===== src/rtl/mtr_pwm_decode.sv =====
// Motor PWM decoder: recovers an 11-bit signed speed from the duty cycle of a complementary
// PWM pair, flags a stuck line after TMO idle cycles and latches complementary violations.
module mtr_pwm_decode #(
    parameter int PERIOD = 2048,
    parameter int TMO    = 4096,
    parameter int MAXEQ  = 2
) (
    input  logic        clk,
    input  logic        rst,
    input  logic        PWM_sig,
    input  logic        PWM_sig_n,
    output logic [10:0] spd,
    output logic        vld,
    output logic        stuck,
    output logic        comp_err,
    output logic [1:0]  dbg_state
);

    localparam int CW = $clog2(((TMO > PERIOD) ? TMO : PERIOD) + 1);
    localparam int EW = (MAXEQ < 1) ? 1 : $clog2(MAXEQ + 1);

    typedef enum logic [1:0] {
        SYNC  = 2'd0,
        MEAS  = 2'd1,
        STUCK = 2'd2
    } state_t;

    state_t         state, state_nxt;
    logic           sig_meta, sign_meta;
    logic           s, s_n, s_q;
    logic           rise;
    logic [CW-1:0]  cnt, cnt_nxt;
    logic [10:0]    high, high_nxt;
    logic [10:0]    spd_nxt;
    logic           vld_nxt;
    logic [EW-1:0]  eq_cnt;

    assign rise      = s & ~s_q;
    assign stuck     = (state == STUCK);
    assign dbg_state = state;

    // vld is a one-cycle strobe with no backpressure; spd is valid in the vld cycle and held after.
    always_comb begin
        state_nxt = state;
        cnt_nxt   = cnt;
        high_nxt  = high;
        spd_nxt   = spd;
        vld_nxt   = 1'b0;
        unique case (state)
            SYNC, MEAS: begin
                if (rise) begin
                    if (state == MEAS && cnt == CW'(PERIOD)) begin
                        spd_nxt = high - 11'h400;
                        vld_nxt = 1'b1;
                    end
                    state_nxt = MEAS;
                    cnt_nxt   = CW'(1);
                    high_nxt  = 11'd1;
                end else if (cnt == CW'(TMO - 1)) begin
                    state_nxt = STUCK;
                    cnt_nxt   = '0;
                end else begin
                    cnt_nxt = cnt + CW'(1);
                    if (s && high != 11'(PERIOD - 1)) begin
                        high_nxt = high + 11'd1;
                    end
                end
            end
            STUCK: begin
                if (rise) begin
                    state_nxt = MEAS;
                    cnt_nxt   = CW'(1);
                    high_nxt  = 11'd1;
                end else if (cnt == CW'(PERIOD - 1)) begin
                    // While stuck, report full-scale speed in the direction of the held level.
                    cnt_nxt = '0;
                    vld_nxt = 1'b1;
                    spd_nxt = s ? 11'h3FF : 11'h400;
                end else begin
                    cnt_nxt = cnt + CW'(1);
                end
            end
            default: begin
                state_nxt = SYNC;
                cnt_nxt   = '0;
            end
        endcase
    end

    always_ff @(posedge clk) begin
        if (rst) begin
            sig_meta  <= 1'b0;
            sign_meta <= 1'b0;
            s         <= 1'b0;
            s_n       <= 1'b0;
            s_q       <= 1'b0;
            state     <= SYNC;
            cnt       <= '0;
            high      <= '0;
            spd       <= '0;
            vld       <= 1'b0;
            eq_cnt    <= '0;
            comp_err  <= 1'b0;
        end else begin
            sig_meta  <= PWM_sig;
            sign_meta <= PWM_sig_n;
            s         <= sig_meta;
            s_n       <= sign_meta;
            s_q       <= s;
            state     <= state_nxt;
            cnt       <= cnt_nxt;
            high      <= high_nxt;
            spd       <= spd_nxt;
            vld       <= vld_nxt;
            // eq_cnt holds the run of equal cycles before this one, saturating at MAXEQ.
            if (s == s_n) begin
                if (eq_cnt == EW'(MAXEQ)) begin
                    comp_err <= 1'b1;
                end else begin
                    eq_cnt <= eq_cnt + EW'(1);
                end
            end else begin
                eq_cnt <= '0;
            end
        end
    end

endmodule


===== config.mk =====
export PLATFORM = sky130hd
export DESIGN_NAME = mtr_pwm_decode
export DESIGN_NICKNAME = d
export VERILOG_FILES = /design/src/rtl/mtr_pwm_decode.sv
export SDC_FILE = /design/constraint.sdc
export NUM_CORES = 1
export LEC_CHECK = 0
export ABC_AREA = 1
export CAP_MARGIN = 20
export CORE_ASPECT_RATIO = 1.4
export CORE_MARGIN = 1
export CORE_UTILIZATION = 58
export DETAILED_ROUTE_END_ITERATION = 7
export GPL_ROUTABILITY_DRIVEN = 0
export GPL_TIMING_DRIVEN = 0
export PLACE_DENSITY = 0.8
export RECOVER_POWER = 50
export SYNTH_ARGS = -nofsm -noshare
export SYNTH_HDL_FRONTEND = slang
export SYNTH_SLANG_ARGS = --single-unit

===== constraint.sdc =====
create_clock -name clk -period 2 [get_ports clk]
set_input_delay 0.2 -clock clk [delete_from_list [all_inputs] [get_ports clk]]
set_output_delay 0.2 -clock clk [all_outputs]
set_load 0.05 [all_outputs]

==> run_results.csv, run 1 <==
group,metric,value,unit
final_layout,diodes,0,
cts,insertion_delay,0.31,ns
worst_hold_path,hold_path_class,"primary input to flip-flop",
placed_design,placedCellCount,408,
pwr,p_leak,1.22,nW
setup_path,crit_arrival,2.06,ns
setup_path,crit_type,"flip-flop to flip-flop",
cts,clock_sinks,46,
placed_design,dp_hpwl,3870,um
placed_design,dpl-instance-area,2720,um^2
synth,synth_area_leader_cell,"dfxtp_1",
detailed_routing,drcViolationCount,0,
setup_path,start_kind,"flip-flop",
synth,synth_edf_count,0,
final_layout,fin_cells,416,
final_layout,drive_gt1_frac,0.150,
cts,hold_buffers,0,
synth,synth.ff_latch_count,46,
placed_design,io_buffers,19,
synth,synthFlopType,"dfxtp_1",
synth,synthTopCellsByCount,"69 x nand2_1, 49 x nor2_1, 46 x dfxtp_1",
synth,synth.top_cells.by_area,"dfxtp_1 37%, nand2_1 10%, nor2_1 7.4%",
grt,grt_pass1_wl,9070,um
synth,synth-async-reset-ratio,0,
cts,cts_root_buf,"clkbuf_8",
setup_path,endpoint_kind,"flip-flop",
die,coreArea,4020,um^2
detailed_routing,vias,2215,
die,start_util,0.615,
grt,grt_overflow,0,
final_layout,area_growth,13.1,%
synth,synth_most_common_cell,"nand2_1",
synth,synth.distinct_cells,31,
timing,fin_crit,1.85,ns
final_layout,fin_area,2800,um^2
setup_path,crit_required,2.21,ns
final_layout,num-fill-cells,385,
cts,cts_buffers,5,
detailed_routing,drt_first_pass_iters,4,
timing,fin_crit_sh,0.924,
job,drv_cap,0,
pwr,totalPowerFinal,1.72,mW
status,outcome,"finished clean",
cts,clkTransAtPathRegs,0.09,ns
grt,grt_max_degree,15,
timing,hold_violations,0,
setup_path,slowest_stage,"dfxtp_1",
cts,max-clock-path-buffers,2,
die,ios,20,
synth,postSynthCellCount,346,
grt,antenna_found_initial,0,
synth,postSynthAreaPerCell,7.15,um^2
die,die_h,79.3,um
grt,grt_pass1_vias,2124,
die,die_area,4530,um^2
timing,fin_tns_setup,0,ns
timing,skew,0.0103,ns
timing,rsz0062_at_grt,"no",
setup_path,crit_fanout,10,
detailed_routing,viasPerCell,5.32,
cts,cts_tree,"built",
timing,hold_ws,0.402,ns
timing,fmaxAchievable,541,MHz
pwr,power.density,614,nW/um^2
final_layout,fin_util,0.695,
synth,synth.top_cell.area_share,0.372,
detailed_routing,antenna_left,0,
synth,ys_warn_count,0,
setup_path,path_cells,"ha_1 > nand3_4 > nor3_2 > nand3_2 > buf_4 > a21oi_2 > nor2_1",
timing,setup_viol,0,
detailed_routing,drt-total-wl,5140,um
setup_path,critPathMaxStageDelay,0.40,ns
synth,syn_nets,354,
die,die_w,57.2,um
final_layout,nNetsFinal,380,
timing,maxSlewHeadroom,0.663,
grt,grt_usage,0.257,
timing,maxSlewViolCount,0,
detailed_routing,drt_iter0_markers,81,
timing,setup_ws,0.153,ns
pwr,ir_drop,0.472,mV
detailed_routing,post_drt_wl_per_cell,12.4,um
cts,cts_resized,3,
synth,synth_area,2470,um^2
final_layout,multi_input_area,1320,um^2
placed_design,pre_cts_ws,0.0000135,ns
die,fp-row-count,27,
timing,tightest_slew,0.503,ns
cts,cts_setup_buffers,0,
cts,h-tree-depth,2,
synth,seq_area_frac_synth,0.372,
final_layout,seqCellArea,921,um^2
==> worst max-delay path, delay by kind of cell (launching register included) <==
kind / cells / cell delay (ns)
AND/OR/NAND/NOR: 4 / 0.71
flip-flops: 1 / 0.40
adder cells (fa/ha/maj): 1 / 0.25
buffers and inverters: 1 / 0.24
AO/OA/AOI/OAI: 1 / 0.16
==> flip-flops by register name, summed over array words and instances, names as in the netlist <==
register / cells
comp_err: 1
s_q: 1
s_n: 1
high: 11
sig_meta: 1
vld: 1
eq_cnt: 2
s: 1
cnt: 13
dbg_state: 2
sign_meta: 1
spd: 11
==> power by group <==
part	leakage (nW)	switching [mW]	internal, mW
combinational	0.798	0.0967	0.0575
sequential	0.373	0.0198	0.940
clock	0.0472	0.324	0.278
total	1.22	0.441	1.28
==> per-layer routing <==
layer,part of all wire,vias to the layer above,track usage
met4,0.025,0,0.122
met1,0.41,1013,0.275
met5,0,-,0
li1,-,1152,-
met3,0.030,14,0.0472
met2,0.53,36,0.476
==> layout by cell type (no fill, tap or decap), types with 6 or more instances in the layout <==
cell           Yosys  layout
a21oi_1           16      16
a21oi_2            9       9
buf_2              5       6
clkbuf_8           0       6
dfxtp_1           46      46
dlygate4sd3_1      0      15
inv_1             37      37
nand2_1           69      70
nand2_2            7       6
nand3_1           27      27
nand3b_1          12      12
nor2_1            49      49
nor2_2            14      14
o21ai_0           12      12
xor2_1             6       6
==> cells by family after synthesis <==
kind of cell / after synthesis / share of synthesized area
AOI/OAI and AO/OA: 42 / 0.102
xor gates and xnor gates: 10 / 0.0354
adders and majority gates: 4 / 0.0202
buffers and inverters: 51 / 0.0921
DFF: 46 / 0.372
and+or+nand+nor: 193 / 0.378
==> path summary, 6_finish.rpt <==
kind | start | to | slack (ns) | depth (start not counted)
worst max-delay path | cnt[0] | spd[5] | 0.15 | 7
worst min-delay path | PWM_sig | sig_meta | 0.40 | 3
worst max register to register | cnt[0] | spd[5] | 0.15 | 7
worst min register to register | sig_meta | s | 0.41 | 2
==> cell type report <==
class	instances	share of cell area
flip-flops and latches	46	0.329
clock buffers	6	0.0295
inverters	40	0.0537
plain buffers	11	0.0269
repair buffers	19	0.0662
well taps	43	0.0192
multi-input cells	249	0.470
clock inverters	2	0.00448
Power figures use the tool's default switching activity.
==> run 2: changes to the inputs <==
--- a/config.mk
+++ b/config.mk
@@ -9,11 +9,10 @@
 export CAP_MARGIN = 20
 export CORE_ASPECT_RATIO = 1.4
 export CORE_MARGIN = 1
-export CORE_UTILIZATION = 58
+export CORE_UTILIZATION = 30
 export DETAILED_ROUTE_END_ITERATION = 7
 export GPL_ROUTABILITY_DRIVEN = 0
 export GPL_TIMING_DRIVEN = 0
-export PLACE_DENSITY = 0.8
 export RECOVER_POWER = 50
 export SYNTH_ARGS = -nofsm -noshare
 export SYNTH_HDL_FRONTEND = slang
==> run 2 against run 1 <==
- core utilization decreased by 33 points
- worst hold slack got worse by 0.0040 ns
- cell area up 2.8%
- clock skew is 0.0024 ns lower
- first-iteration DRC count rose by 35%
- sequential share of layout area shrank 0.85 points
- critical endpoint is now high[3]
- largest cell class unchanged
==> run_results.csv, run 2 (same netlist as run 1, synthesis figures left out) <==
group,metric,value,unit
pwr,seq_power_share,0.564,
die,start_util,0.315,
setup_path,critPathMaxStageDelay,0.45,ns
timing,fin_crit_sh,0.919,
detailed_routing,met2_wirelength,2730,um
setup_path,cpMostUsedCell,"nand3_1",
placed_design,dp_hpwl,4080,um
worst_hold_path,hold_path_class,"primary input to flip-flop",
final_layout,fin_cells,473,
die,fp-row-count,38,
final_layout,largest_reg_flops,13,
pwr,power.density,592,nW/um^2
grt,antenna_found_initial,0,
cts,clock_sinks,46,
cts,cts_tree,"built",
cts,max-clock-path-buffers,2,
final_layout,nNetsFinal,380,
setup_path,r2r_setup_slack,0.16,ns
placed_design,pre_cts_ws,-0.125,ns
final_layout,top_regs,"cnt (13), high (11), spd (11)",
detailed_routing,post_drt_wl_per_cell,11.5,um
placed_design,io_buffers,19,
timing,skew,0.00786,ns
setup_path,crit_buf_inv,1,
pwr,sw_frac_of_total,0.269,
job,drv_cap,0,
status,outcome,"finished clean",
timing,rsz0062_at_grt,"no",
final_layout,layout_common_cells,"70 x nand2_1, 49 x nor2_1, 45 x dfxtp_1",
detailed_routing,drt-total-wl,5420,um
detailed_routing,vias,2223,
setup_path,endpoint_kind,"flip-flop",
setup_path,slowest_stage,"dfxtp_1",
timing,fmaxAchievable,544,MHz
pwr,totalPowerFinal,1.70,mW
setup_path,critical-path-top-delay-family,"simple AND/OR/NAND/NOR gates",
timing,setup_viol,0,
die,die_w,78.7,um
cts,cts_setup_buffers,0,
timing,tightest_slew,0.502,ns
setup_path,crit_required,2.18,ns
final_layout,drive_gt1_frac,0.153,
setup_path,crit_fanout,10,
timing,maxSlewHeadroom,0.664,
setup_path,crit_type,"flip-flop to flip-flop",
pwr,p_leak,1.24,nW
timing,setup_ws,0.161,ns
cts,cts_root_buf,"clkbuf_8",
setup_path,start_kind,"flip-flop",
pwr,combPwrFrac,0.090,
final_layout,diodes,0,
pwr,ir_drop,0.217,mV
detailed_routing,met3_length,118,um
die,die_area,8610,um^2
setup_path,crit_arrival,2.02,ns
cts,insertion_delay,0.31,ns
die,die_h,109,um
die,coreArea,7850,um^2
detailed_routing,viasPerCell,4.70,
cts,h-tree-depth,2,
placed_design,placedCellCount,465,
die,ios,20,
detailed_routing,drt_iter0_markers,109,
pwr,pwr-share-clk,0.346,
grt,grt_pass1_wl,9510,um
grt,grt_max_degree,16,
pwr,internal-power,1.24,mW
detailed_routing,drt-met1-wl,2460,um
pwr,switchingPower,0.458,mW
cts,cts_buffers,5,
detailed_routing,antenna_left,0,
grt,grt_usage,0.141,
final_layout,layout_commonest_cell,"nand2_1",
detailed_routing,top_layer_used,"met4",
detailed_routing,drcViolationCount,0,
final_layout,fin_util,0.366,
cts,clkTransAtPathRegs,0.09,ns
final_layout,top_register,"cnt",
grt,grt_pass1_vias,2123,
timing,maxSlewViolCount,0,
timing,hold_violations,0,
final_layout,area_growth,16.2,%
setup_path,path_cells,"ha_1 > nand3_1 > nor2_1 > nand3_1 > nand3_4 > nand2_2 > buf_6 > nand2_1 > a21oi_1",
grt,grt_overflow,0,
detailed_routing,drt_first_pass_iters,4,
timing,fin_crit,1.84,ns
## run 2: timing repair
action,4_1_cts,5_1_grt
pin swaps,0,0
gates resized for setup,5,1
setup endpoints to repair,1,1
endpoints found under the hold margin,0,0
hold buffers,0,0
## run 2: tightest hold or removal path, delay by kind of cell
family / cells / cell delay [ns]
and+or+nand+nor: 1 / 0.03
buffers and inverters: 2 / 0.44
## run 2: power groups by stage
stage	logic [mW]	clock network, mW	registers, mW
floorplan	0.107	0	0.989
global placement	0.153	0	0.981
detailed placement	0.156	0	0.982
CTS	0.157	0.615	0.961
global route	0.179	0.657	0.965
finish	0.153	0.588	0.960
## run 2: cell type report
class / instances / area [um^2]
clock inverters: 3 / 21.3
plain buffers: 11 / 78.8
flip-flops and latches: 46 / 922
multi-input cells: 249 / 1320
fillers: 822 / 4970
inverters: 40 / 150
repair buffers: 19 / 185
well taps: 100 / 125
clock buffers: 5 / 68.8
## run 2: final timing paths
kind / startpoint / end / cells past startpoint
worst max-delay path: high[0] / high[3] / 9
worst min-delay path: PWM_sig / sig_meta / 3
worst max register to register: high[0] / high[3] / 9
worst min register to register: sig_meta / s / 2
## run 2: per-stage QoR
| step | setup TNS, ns | instance area (um^2) | hold slack [ns] |
|---|---|---|---|
| floorplan | 0 | 2470 | 0.269 |
| global placement | -0.121 | 2790 | 0.394 |
| detailed placement | -0.125 | 2790 | 0.395 |
| CTS | 0 | 2870 | 0.387 |
| global route | 0 | 2870 | 0.406 |
| finish | 0 | 2870 | 0.398 |
## run 2: routing by layer
| layer | up-vias | GRT usage |
|---|---|---|
| li1 | 1157 | - |
| met1 | 1033 | 0.159 |
| met2 | 28 | 0.251 |
| met3 | 5 | 0.0257 |
| met4 | 0 | 0.0741 |
| met5 | - | 0 |
==> run 3: changes to the inputs <==
--- a/config.mk
+++ b/config.mk
@@ -9,7 +9,7 @@
 export CAP_MARGIN = 20
 export CORE_ASPECT_RATIO = 1.4
 export CORE_MARGIN = 1
-export CORE_UTILIZATION = 30
+export CORE_UTILIZATION = 35
 export DETAILED_ROUTE_END_ITERATION = 7
 export GPL_ROUTABILITY_DRIVEN = 0
 export GPL_TIMING_DRIVEN = 0
==> run 3 against run 2 <==
- register-to-register slack improved by 0.02 ns
- sequential power about the same
- clock power up 2%
- flip-flop and latch count unchanged
- combinational power barely moved
- routed wire length is 1.0% lower
- power increased by 0.49%
- via count decreased by 2.9%
- worst hold slack improved by 0.011 ns
- cell area shrank 0.83%
- critical path type is now flip-flop to output pin
- fmax up 0.24%
==> run_results.csv, run 3 (same netlist as run 1, synthesis figures left out) <==
group,metric,value,unit
timing,fin_crit_sh,0.917,
timing,fin_crit,1.83,ns
placed_design,dp_hpwl,4030,um
grt,grt_overflow,0,
final_layout,seqCellArea,921,um^2
pwr,ir_drop,0.260,mV
timing,maxSlewViolCount,0,
die,fp-row-count,35,
cts,clkTransAtPathRegs,0.08,ns
worst_hold_path,hold_path_class,"flip-flop to flip-flop",
setup_path,endpoint_kind,"output pin",
setup_path,crit_buf_inv,1,
setup_path,critPathMaxStageDelay,0.86,ns
final_layout,fin_cells,465,
die,die_w,73.0,um
final_layout,top_register,"cnt",
final_layout,fin_area,2850,um^2
timing,maxSlewHeadroom,0.658,
cts,cts_setup_buffers,0,
grt,grt_pass1_wl,8930,um
final_layout,top_regs,"cnt (13), high (11), spd (11)",
cts,max-clock-path-buffers,2,
final_layout,largest_reg_flops,13,
grt,grt_usage,0.155,
grt,grt_max_degree,15,
timing,fmaxAchievable,545,MHz
placed_design,io_buffers,19,
final_layout,layout_commonest_cell,"nand2_1",
final_layout,num-fill-cells,706,
setup_path,critical-path-top-delay-family,"buffers and inverters",
final_layout,multi_input_area,1310,um^2
setup_path,crit_fanout,8,
timing,setup_ws,0.166,ns
final_layout,nNetsFinal,380,
cts,cts_root_buf,"clkbuf_8",
detailed_routing,vias,2158,
timing,setup_viol,0,
die,die_area,7410,um^2
detailed_routing,post_drt_wl_per_cell,11.5,um
placed_design,dpl-instance-area,2780,um^2
cts,clock_sinks,46,
pwr,power.density,600,nW/um^2
timing,rsz0062_at_grt,"no",
setup_path,crit_type,"flip-flop to output pin",
cts,cts_buffers,5,
final_layout,diodes,0,
status,outcome,"finished clean",
pwr,p_leak,1.22,nW
final_layout,fin_util,0.425,
pwr,totalPowerFinal,1.71,mW
die,coreArea,6700,um^2
setup_path,slowest_stage,"clkdlybuf4s50_1",
setup_path,path_cells,"clkdlybuf4s50_1",
grt,grt_pass1_vias,1999,
detailed_routing,viasPerCell,4.64,
detailed_routing,antenna_left,0,
die,die_h,101,um
setup_path,crit_required,1.80,ns
detailed_routing,drt-total-wl,5360,um
final_layout,drive_gt1_frac,0.150,
setup_path,crit_arrival,1.63,ns
detailed_routing,drt_first_pass_iters,4,
detailed_routing,drcViolationCount,0,
detailed_routing,drt_iter0_markers,105,
die,ios,20,
cts,cts_tree,"built",
cts,insertion_delay,0.30,ns
timing,skew,0.0118,ns
die,start_util,0.369,
job,drv_cap,0,
cts,h-tree-depth,2,
timing,hold_violations,0,
grt,antenna_found_initial,0,
setup_path,start_kind,"flip-flop",
final_layout,area_growth,15.2,%
placed_design,placedCellCount,457,
timing,tightest_slew,0.511,ns
final_layout,layout_common_cells,"70 x nand2_1, 49 x nor2_1, 46 x dfxtp_1",
placed_design,pre_cts_ws,-0.0401,ns
## run 3: layout make-up
type | count | area share
Multi-Input combinational cell | 249 | 0.459
Sequential cell | 46 | 0.323
Timing Repair Buffer | 19 | 0.0650
Inverter | 40 | 0.0527
Tap cell | 92 | 0.0404
Clock buffer | 6 | 0.0290
Buffer | 11 | 0.0264
Clock inverter | 2 | 0.00439
## run 3: worst paths after layout
kind / cells past startpoint / slack [ns] / start / end
hold / removal: 2 / 0.41 / sign_meta / s_n
setup reg to reg: 9 / 0.18 / cnt[0] / high[3]
hold reg to reg: 2 / 0.41 / sign_meta / s_n
setup / recovery: 1 / 0.17 / dbg_state[1] / dbg_state[1]
## run 3: per-stage QoR
step                hold slack, ns  setup TNS (ns)
finish                       0.409               0
global route                 0.418               0
CTS                          0.407               0
detailed placement           0.398         -0.0401
global placement             0.395         -0.0418
floorplan                    0.269               0
## run 3: where the power goes
part / total (mW) / internal (mW) / switching [mW] / leakage (nW)
sequential: 0.960 / 0.940 / 0.0191 / 0.373
clock: 0.597 / 0.278 / 0.319 / 0.0472
combinational: 0.153 / 0.0568 / 0.0964 / 0.797
## run 3: layer usage
| layer | vias to the layer above | wire length, um | global-route usage |
|---|---|---|---|
| met3 | 7 | 87 | 0.0239 |
| met2 | 22 | 2790 | 0.278 |
| met1 | 977 | 2390 | 0.179 |
| met5 | - | 0 | 0 |
| met4 | 0 | 102 | 0.0694 |
| li1 | 1152 | - | - |
## run 3: timing repair
action                                  in CTS  in global routing
cloned                                       0                  0
hold endpoints to repair                     0                  0
endpoints found under the setup margin       1                  1
hold buffers                                 0                  0
resized for setup                            3                  2
